**src/rtl/lcd_char_writer.sv**
```systemverilog
`default_nettype none
// ============================================================================
//  Module   : lcd_char_writer
//  Purpose  : Runs the HD44780 init sequence after power-on, then rewrites a
//             four-character field at LINE_ADDR whenever the keypad display
//             buffer differs from what was last written to the glass.
//  Revision : 1.0  initial release
// ============================================================================
module lcd_char_writer #(
  parameter int         PWR_DLY   = 60000,
  parameter int         CMD_DLY   = 160,
  parameter int         CLR_DLY   = 6560,
  parameter int         E_HIGH    = 2,
  parameter logic [6:0] LINE_ADDR = 7'h00
) (
  input  logic       clk_4MHz,
  input  logic       rst_n,
  input  logic [7:0] display_value [0:3],
  output logic       lcd_rs,
  output logic       lcd_rw,
  output logic       lcd_e,
  output logic [7:0] lcd_data,
  output logic       init_done,
  output logic       busy
);

  // One shared delay counter, wide enough for the longest wait it must time.
  localparam int c_max_a   = (PWR_DLY > CLR_DLY) ? PWR_DLY : CLR_DLY;
  localparam int c_max_b   = (CMD_DLY > E_HIGH)  ? CMD_DLY : E_HIGH;
  localparam int c_max_dly = (c_max_a > c_max_b) ? c_max_a : c_max_b;
  localparam int c_cnt_w   = $clog2(c_max_dly + 1);

  localparam logic [c_cnt_w-1:0] c_one      = c_cnt_w'(1);
  localparam logic [c_cnt_w-1:0] c_pwr_last = c_cnt_w'(PWR_DLY - 1);
  localparam logic [c_cnt_w-1:0] c_cmd_last = c_cnt_w'(CMD_DLY - 1);
  localparam logic [c_cnt_w-1:0] c_clr_last = c_cnt_w'(CLR_DLY - 1);
  localparam logic [c_cnt_w-1:0] c_e_last   = c_cnt_w'(E_HIGH - 1);

  // Top-level sequencing states
  localparam logic [2:0] c_st_pwr_wait = 3'd0;
  localparam logic [2:0] c_st_init     = 3'd1;
  localparam logic [2:0] c_st_idle     = 3'd2;
  localparam logic [2:0] c_st_addr     = 3'd3;
  localparam logic [2:0] c_st_char     = 3'd4;

  // Bus-engine phases of a single byte transfer
  localparam logic [1:0] c_ph_setup  = 2'd0;
  localparam logic [1:0] c_ph_strobe = 2'd1;
  localparam logic [1:0] c_ph_hold   = 2'd2;
  localparam logic [1:0] c_ph_wait   = 2'd3;

  logic [2:0]         r_state;
  logic [1:0]         r_phase;
  logic [c_cnt_w-1:0] r_cnt;
  logic [1:0]         r_idx;
  logic               r_lcd_e;
  logic               r_lcd_rs;
  logic [7:0]         r_lcd_data;
  logic               r_init_done;
  logic               r_force;
  logic [7:0]         r_shadow [0:3];

  logic               w_mismatch;
  logic [c_cnt_w-1:0] w_wait_last;
  logic               w_done;
  logic [1:0]         w_idx_inc;
  logic               w_launch;
  logic               w_launch_rs;
  logic [7:0]         w_launch_byte;
  logic [2:0]         w_nstate;
  logic [1:0]         w_nidx;
  logic               w_capture;

  // Controller init commands: 8-bit/2-line, display on, clear, entry mode.
  function automatic logic [7:0] f_init_cmd(input logic [1:0] idx);
    case (idx)
      2'd0:    f_init_cmd = 8'h38;
      2'd1:    f_init_cmd = 8'h0C;
      2'd2:    f_init_cmd = 8'h01;
      default: f_init_cmd = 8'h06;
    endcase
  endfunction

  // Next-transfer selection: decides when a new byte is launched and which one.
  always_comb begin
    w_mismatch    = 1'b0;
    for (int i = 0; i < 4; i++) begin
      if (display_value[i] != r_shadow[i]) w_mismatch = 1'b1;
    end
    // Only the clear-display command needs the long wait.
    w_wait_last   = (!r_lcd_rs && (r_lcd_data == 8'h01)) ? c_clr_last : c_cmd_last;
    w_done        = (r_phase == c_ph_wait) && (r_cnt == w_wait_last);
    w_idx_inc     = r_idx + 2'd1;
    w_launch      = 1'b0;
    w_launch_rs   = 1'b0;
    w_launch_byte = 8'h00;
    w_nstate      = r_state;
    w_nidx        = r_idx;
    w_capture     = 1'b0;
    case (r_state)
      c_st_pwr_wait: begin
        if (r_cnt == c_pwr_last) begin
          w_launch      = 1'b1;
          w_launch_byte = f_init_cmd(2'd0);
          w_nstate      = c_st_init;
          w_nidx        = 2'd0;
        end
      end
      c_st_init: begin
        if (w_done) begin
          if (r_idx == 2'd3) begin
            w_nstate = c_st_idle;
          end else begin
            w_launch      = 1'b1;
            w_launch_byte = f_init_cmd(w_idx_inc);
            w_nidx        = w_idx_inc;
          end
        end
      end
      c_st_idle: begin
        if (w_mismatch || r_force) begin
          w_capture     = 1'b1;
          w_launch      = 1'b1;
          w_launch_byte = {1'b1, LINE_ADDR};
          w_nstate      = c_st_addr;
        end
      end
      c_st_addr: begin
        if (w_done) begin
          w_launch      = 1'b1;
          w_launch_rs   = 1'b1;
          w_launch_byte = r_shadow[0];
          w_nstate      = c_st_char;
          w_nidx        = 2'd0;
        end
      end
      c_st_char: begin
        if (w_done) begin
          if (r_idx == 2'd3) begin
            w_nstate = c_st_idle;
          end else begin
            w_launch      = 1'b1;
            w_launch_rs   = 1'b1;
            w_launch_byte = r_shadow[w_idx_inc];
            w_nidx        = w_idx_inc;
          end
        end
      end
      default: w_nstate = c_st_pwr_wait;
    endcase
  end

  // Sequencer, bus engine and shadow register; reset aborts any transfer at once.
  always_ff @(posedge clk_4MHz) begin
    if (!rst_n) begin
      r_state     <= c_st_pwr_wait;
      r_phase     <= c_ph_setup;
      r_cnt       <= '0;
      r_idx       <= 2'd0;
      r_lcd_e     <= 1'b0;
      r_lcd_rs    <= 1'b0;
      r_lcd_data  <= 8'h00;
      r_init_done <= 1'b0;
      r_force     <= 1'b1;
      for (int i = 0; i < 4; i++) r_shadow[i] <= 8'h20;
    end else begin
      r_state <= w_nstate;
      r_idx   <= w_nidx;
      if (w_nstate == c_st_idle) r_init_done <= 1'b1;
      if (w_capture) begin
        for (int i = 0; i < 4; i++) r_shadow[i] <= display_value[i];
        r_force <= 1'b0;
      end
      if (w_launch) begin
        // SETUP: present the byte with the strobe low.
        r_phase    <= c_ph_setup;
        r_cnt      <= '0;
        r_lcd_e    <= 1'b0;
        r_lcd_rs   <= w_launch_rs;
        r_lcd_data <= w_launch_byte;
      end else if (w_nstate != r_state) begin
        r_cnt <= '0;
      end else if (r_state == c_st_pwr_wait) begin
        r_cnt <= r_cnt + c_one;
      end else if (r_state != c_st_idle) begin
        case (r_phase)
          c_ph_setup: begin
            r_lcd_e <= 1'b1;
            r_phase <= c_ph_strobe;
            r_cnt   <= '0;
          end
          c_ph_strobe: begin
            if (r_cnt == c_e_last) begin
              r_lcd_e <= 1'b0;
              r_phase <= c_ph_hold;
              r_cnt   <= '0;
            end else begin
              r_cnt <= r_cnt + c_one;
            end
          end
          c_ph_hold: begin
            r_phase <= c_ph_wait;
            r_cnt   <= '0;
          end
          default: r_cnt <= r_cnt + c_one;
        endcase
      end
    end
  end

  assign lcd_rs    = r_lcd_rs;
  assign lcd_rw    = 1'b0;
  assign lcd_e     = r_lcd_e;
  assign lcd_data  = r_lcd_data;
  assign init_done = r_init_done;
  assign busy      = (r_state != c_st_idle);

endmodule
`default_nettype wire

```
**config.mk**
```make
export PLATFORM = sky130hd
export DESIGN_NAME = lcd_char_writer
export DESIGN_NICKNAME = d
export VERILOG_FILES = /design/src/rtl/lcd_char_writer.sv
export SDC_FILE = /design/constraint.sdc
export NUM_CORES = 1
export LEC_CHECK = 0
export CAP_MARGIN = 10
export CORE_UTILIZATION = 56
export DETAILED_ROUTE_END_ITERATION = 6
export GPL_ROUTABILITY_DRIVEN = 1
export PLACE_DENSITY = 0.86
export REMOVE_ABC_BUFFERS = 1
export SKIP_CTS_REPAIR_TIMING = 1
export SYNTH_ARGS = -nofsm -noshare
export SYNTH_HDL_FRONTEND = slang
export SYNTH_SLANG_ARGS = --single-unit
```
**constraint.sdc**
```tcl
create_clock -name clk_4MHz -period 3.45 [get_ports clk_4MHz]
set_input_delay 0.5175 -clock clk_4MHz [delete_from_list [all_inputs] [get_ports clk_4MHz]]
set_output_delay 0.5175 -clock clk_4MHz [all_outputs]
set_load 0.005 [all_outputs]
```
==> summary.md <==
| Metric | Value |
|---|---|
| N_diodes | `0` |
| RePlAce Congestion | `0.907` |
| Maximum clock insertion buffer count | `2` |
| Final Hold Viols | `0` |
| Peak VDD IR | `0.307 mV` |
| Synth async-reset ratio | `0%` |
| Critical path's top delay family | `compound AO/OA/AOI/OAI gates` |
| Tightest Hold Check Type | `flip-flop to flip-flop` |
| Syn Area/Cell | `10.2 um2` |
| Top FF cell, synth | `dfxtp_1` |
| Leak | `1.57 nW` |
| Synth warn | `0` |
| All-Layer GR Usage | `24.8%` |
| Vias in the first global route | `2948` |
| Max_cap viols | `0` |
| Final wirelength | `8270 um` |
| Slew @ Worst Pin | `680 ps` |
| Worst Setup End Kind | `flip-flop` |
| Min cycle time layout | `2770 ps` |
| Power Dens Cells | `360 nW/um2` |
| IO Port Bufs | `45` |
| Iter 0 DRT Violations | `179` |
| Fill cells | `497` |
| Crit path cell chain | `nor4_1, a31oi_1, o2111a_2, a22oi_2, nand3_1, a211o_1, nor2_1` |
| Row Count | `29` |
| Worst r2r path cells | `7` |
| Crit start category | `flip-flop` |
| CP Data Arrival Time | `3040 ps` |
| Buf+Inv Stages, Crit Path | `0` |
| Clock skew | `11.1 ps` |
| Max-slew headroom | `54.6%` |
| Number of enable flip-flop cells after synthesis | `32` |
| CTS Buf Count | `9` |
| Pins Over Slew Limit | `0` |
| Nets@finish | `463` |
| Pre-antenna DRT Iters | `6` |
| Post-synthesis sequential area ratio | `44.2%` |
| Initial Utilization | `58.6%` |
| Die Y-Extent | `84.0 um` |
| Final setup fails | `0` |
| Max Clock Freq | `361 MHz` |
| TritonCTS clock tree | `yes` |
| CP Class | `flip-flop to flip-flop` |
| Cell Area, Placed | `4270 um2` |
| Die W | `84.0 um` |
| Antenna violations before repair | `0` |
| Core region area | `6420 um2` |
| First-pass GRT wire length | `13500 um` |
| DRC viols | `4` |
| Total gr overflow | `0` |
| WHS Path Cells | `2` |
| Clock slew at reported path FFs | `70 ps` |
| RSZ-0062 raised after global routing | `no` |
| Largest net degree at the start of global routing | `33` |
| #FFs+latches synth | `67` |
| Total power | `1.61 mW` |
| Status | `finished, violations left` |
| Cell variety after synth | `56` |
| DR vias | `2949` |
| Wire length per cell | `16.6 um` |
| Commonest non-fill, non-tap cell in the layout | `clkdlybuf4s50_1` |
| Worst-path fanout max | `15` |
| WP depth | `7` |
| Share of cells above drive strength 1 | `8.79%` |
| Drt via density | `5.92` |
| Slowest-stage cell, CP | `nor4_1` |
| Setup TNS | `0 ps` |
| Post-Syn Area | `3760 um2` |
| ANT nets after route | `0` |
| H-Tree Depth | `3` |
| WP data required | `3720 ps` |
| Clock Latency Late Sink | `350 ps` |
| Dpl hpwl | `6250 um` |
| CTS Sinks | `67` |
| Synth Instances | `370` |
| Die Area | `7050 um2` |
| Max incr delay on CP | `520 ps` |
| Failing checks | `DRC` |
| Fin area | `4470 um2` |
| Area grow syn2layout | `18.7%` |
| Clock root cell | `clkbuf_8` |
| Most frequent cells in the layout | `45 x clkdlybuf4s50_1, 44 x nor2_1, 38 x xnor2_1, 35 x dfxtp_1, 32 x edfxtp_1` |
| Final Cycle Share | `80.2%` |
| I/O pin count | `47` |
-- per-stage QoR --
| step | worst slack (ps) | std cells | util [%] | hold slack [ps] |
|---|---|---|---|---|
| floorplan | 1100 | 355 | - | 423 |
| global placement | 605 | 482 | 66.5 | 438 |
| detailed placement | 485 | 482 | 66.5 | 440 |
| CTS | 664 | 498 | 69.5 | 453 |
| global route | 491 | 498 | 69.5 | 475 |
| finish | 682 | 498 | 69.5 | 458 |
-- path summary, 6_finish.rpt --
check,from,to,slack (ps)
hold / removal,r_force$_SDFFE_PN1P_,r_force$_SDFFE_PN1P_,460
hold reg to reg,r_force$_SDFFE_PN1P_,r_force$_SDFFE_PN1P_,460
setup reg to reg,lcd_rs$_SDFFE_PN0P_,r_cnt[14]$_SDFFE_PP0P_,680
setup / recovery,lcd_rs$_SDFFE_PN0P_,r_cnt[14]$_SDFFE_PP0P_,680
-- routing by layer --
layer  part of all wire, %  GRT usage [%]  wire, um
met5                     0              0         0
met3                   5.1           7.62       421
met1                    39           26.1      3240
met4                   4.1           14.1       335
met2                    52           43.9      4270
-- registers in the layout, summed over array words and instances, names as in the netlist --
signal     cells
lcd_rs         1
r_state        3
lcd_e          1
r_force        1
lcd_data       8
r_idx          2
r_shadow      32
r_phase        2
init_done      1
r_cnt         16
-- cell usage after synthesis (all sizes together), types with 2 or more instances --
master  count  area (um2)
nor2       44         165
xnor2      38         333
dfxtp      35         701
edfxtp     32         961
and2       29         184
nand2      17        63.8
nand4      15        93.8
inv        14        52.6
nand3      14        70.1
ha         13         163
a21oi      10        50.1
clkbuf      9        33.8
xor2        9        78.8
mux4        8         180
mux2i       7        70.1
o21ai       7        35.0
a31oi       6        43.8
buf         6        37.5
nor3        5        25.0
nor4        5        46.3
or3         5        31.3
a22oi       4        35.0
a211o       3        26.3
a211oi      3        22.5
and3        3        18.8
a22o        2        17.5
and4        2        17.5
nand2b      2        12.5
nor2b       2        12.5
nor3b       2        15.0
o221a       2        22.5
or4         2        18.8
-- report_power, final --
part	total (mW)	internal [mW]	switching, mW	leakage, nW
clock network	0.633	0.331	0.302	0.0947
logic	0.115	0.0650	0.0496	0.873
registers	0.860	0.845	0.0145	0.599
-- worst reg2reg max path, stage by stage (launching register included) --
cell and delay, ps:
dfxtp_1 340, nor4_1 520, a31oi_1 200, o2111a_2 400
a22oi_2 300, nand3_1 220, a211o_1 520, nor2_1 190
-- final cells by class --
class	instances	area [um2]	share of cell area, %
well taps	77	96.3	2.16
clock inverters	7	67.6	1.51
inverters	14	52.6	1.18
multi-input cells	274	1980	44.2
flip-flops and latches	67	1660	37.2
repair buffers	50	488	10.9
clock buffers	9	124	2.77
-- kinds of logic (layout without fill, tap and decap cells) --
group,count (synthesis),after routing,synth area share [%]
multiplexers,16,16,6.95
AO/OA/AOI/OAI,46,46,8.78
XOR/XNOR,47,47,10.9
adder cells (fa/ha/maj),13,13,4.32
buffers and inverters,29,80,3.29
other,1,1,0.0997
AND/OR/NAND/NOR,151,151,21.4
flip-flops,67,67,44.2
No activity file was read; power rests on OpenSTA's default activity.
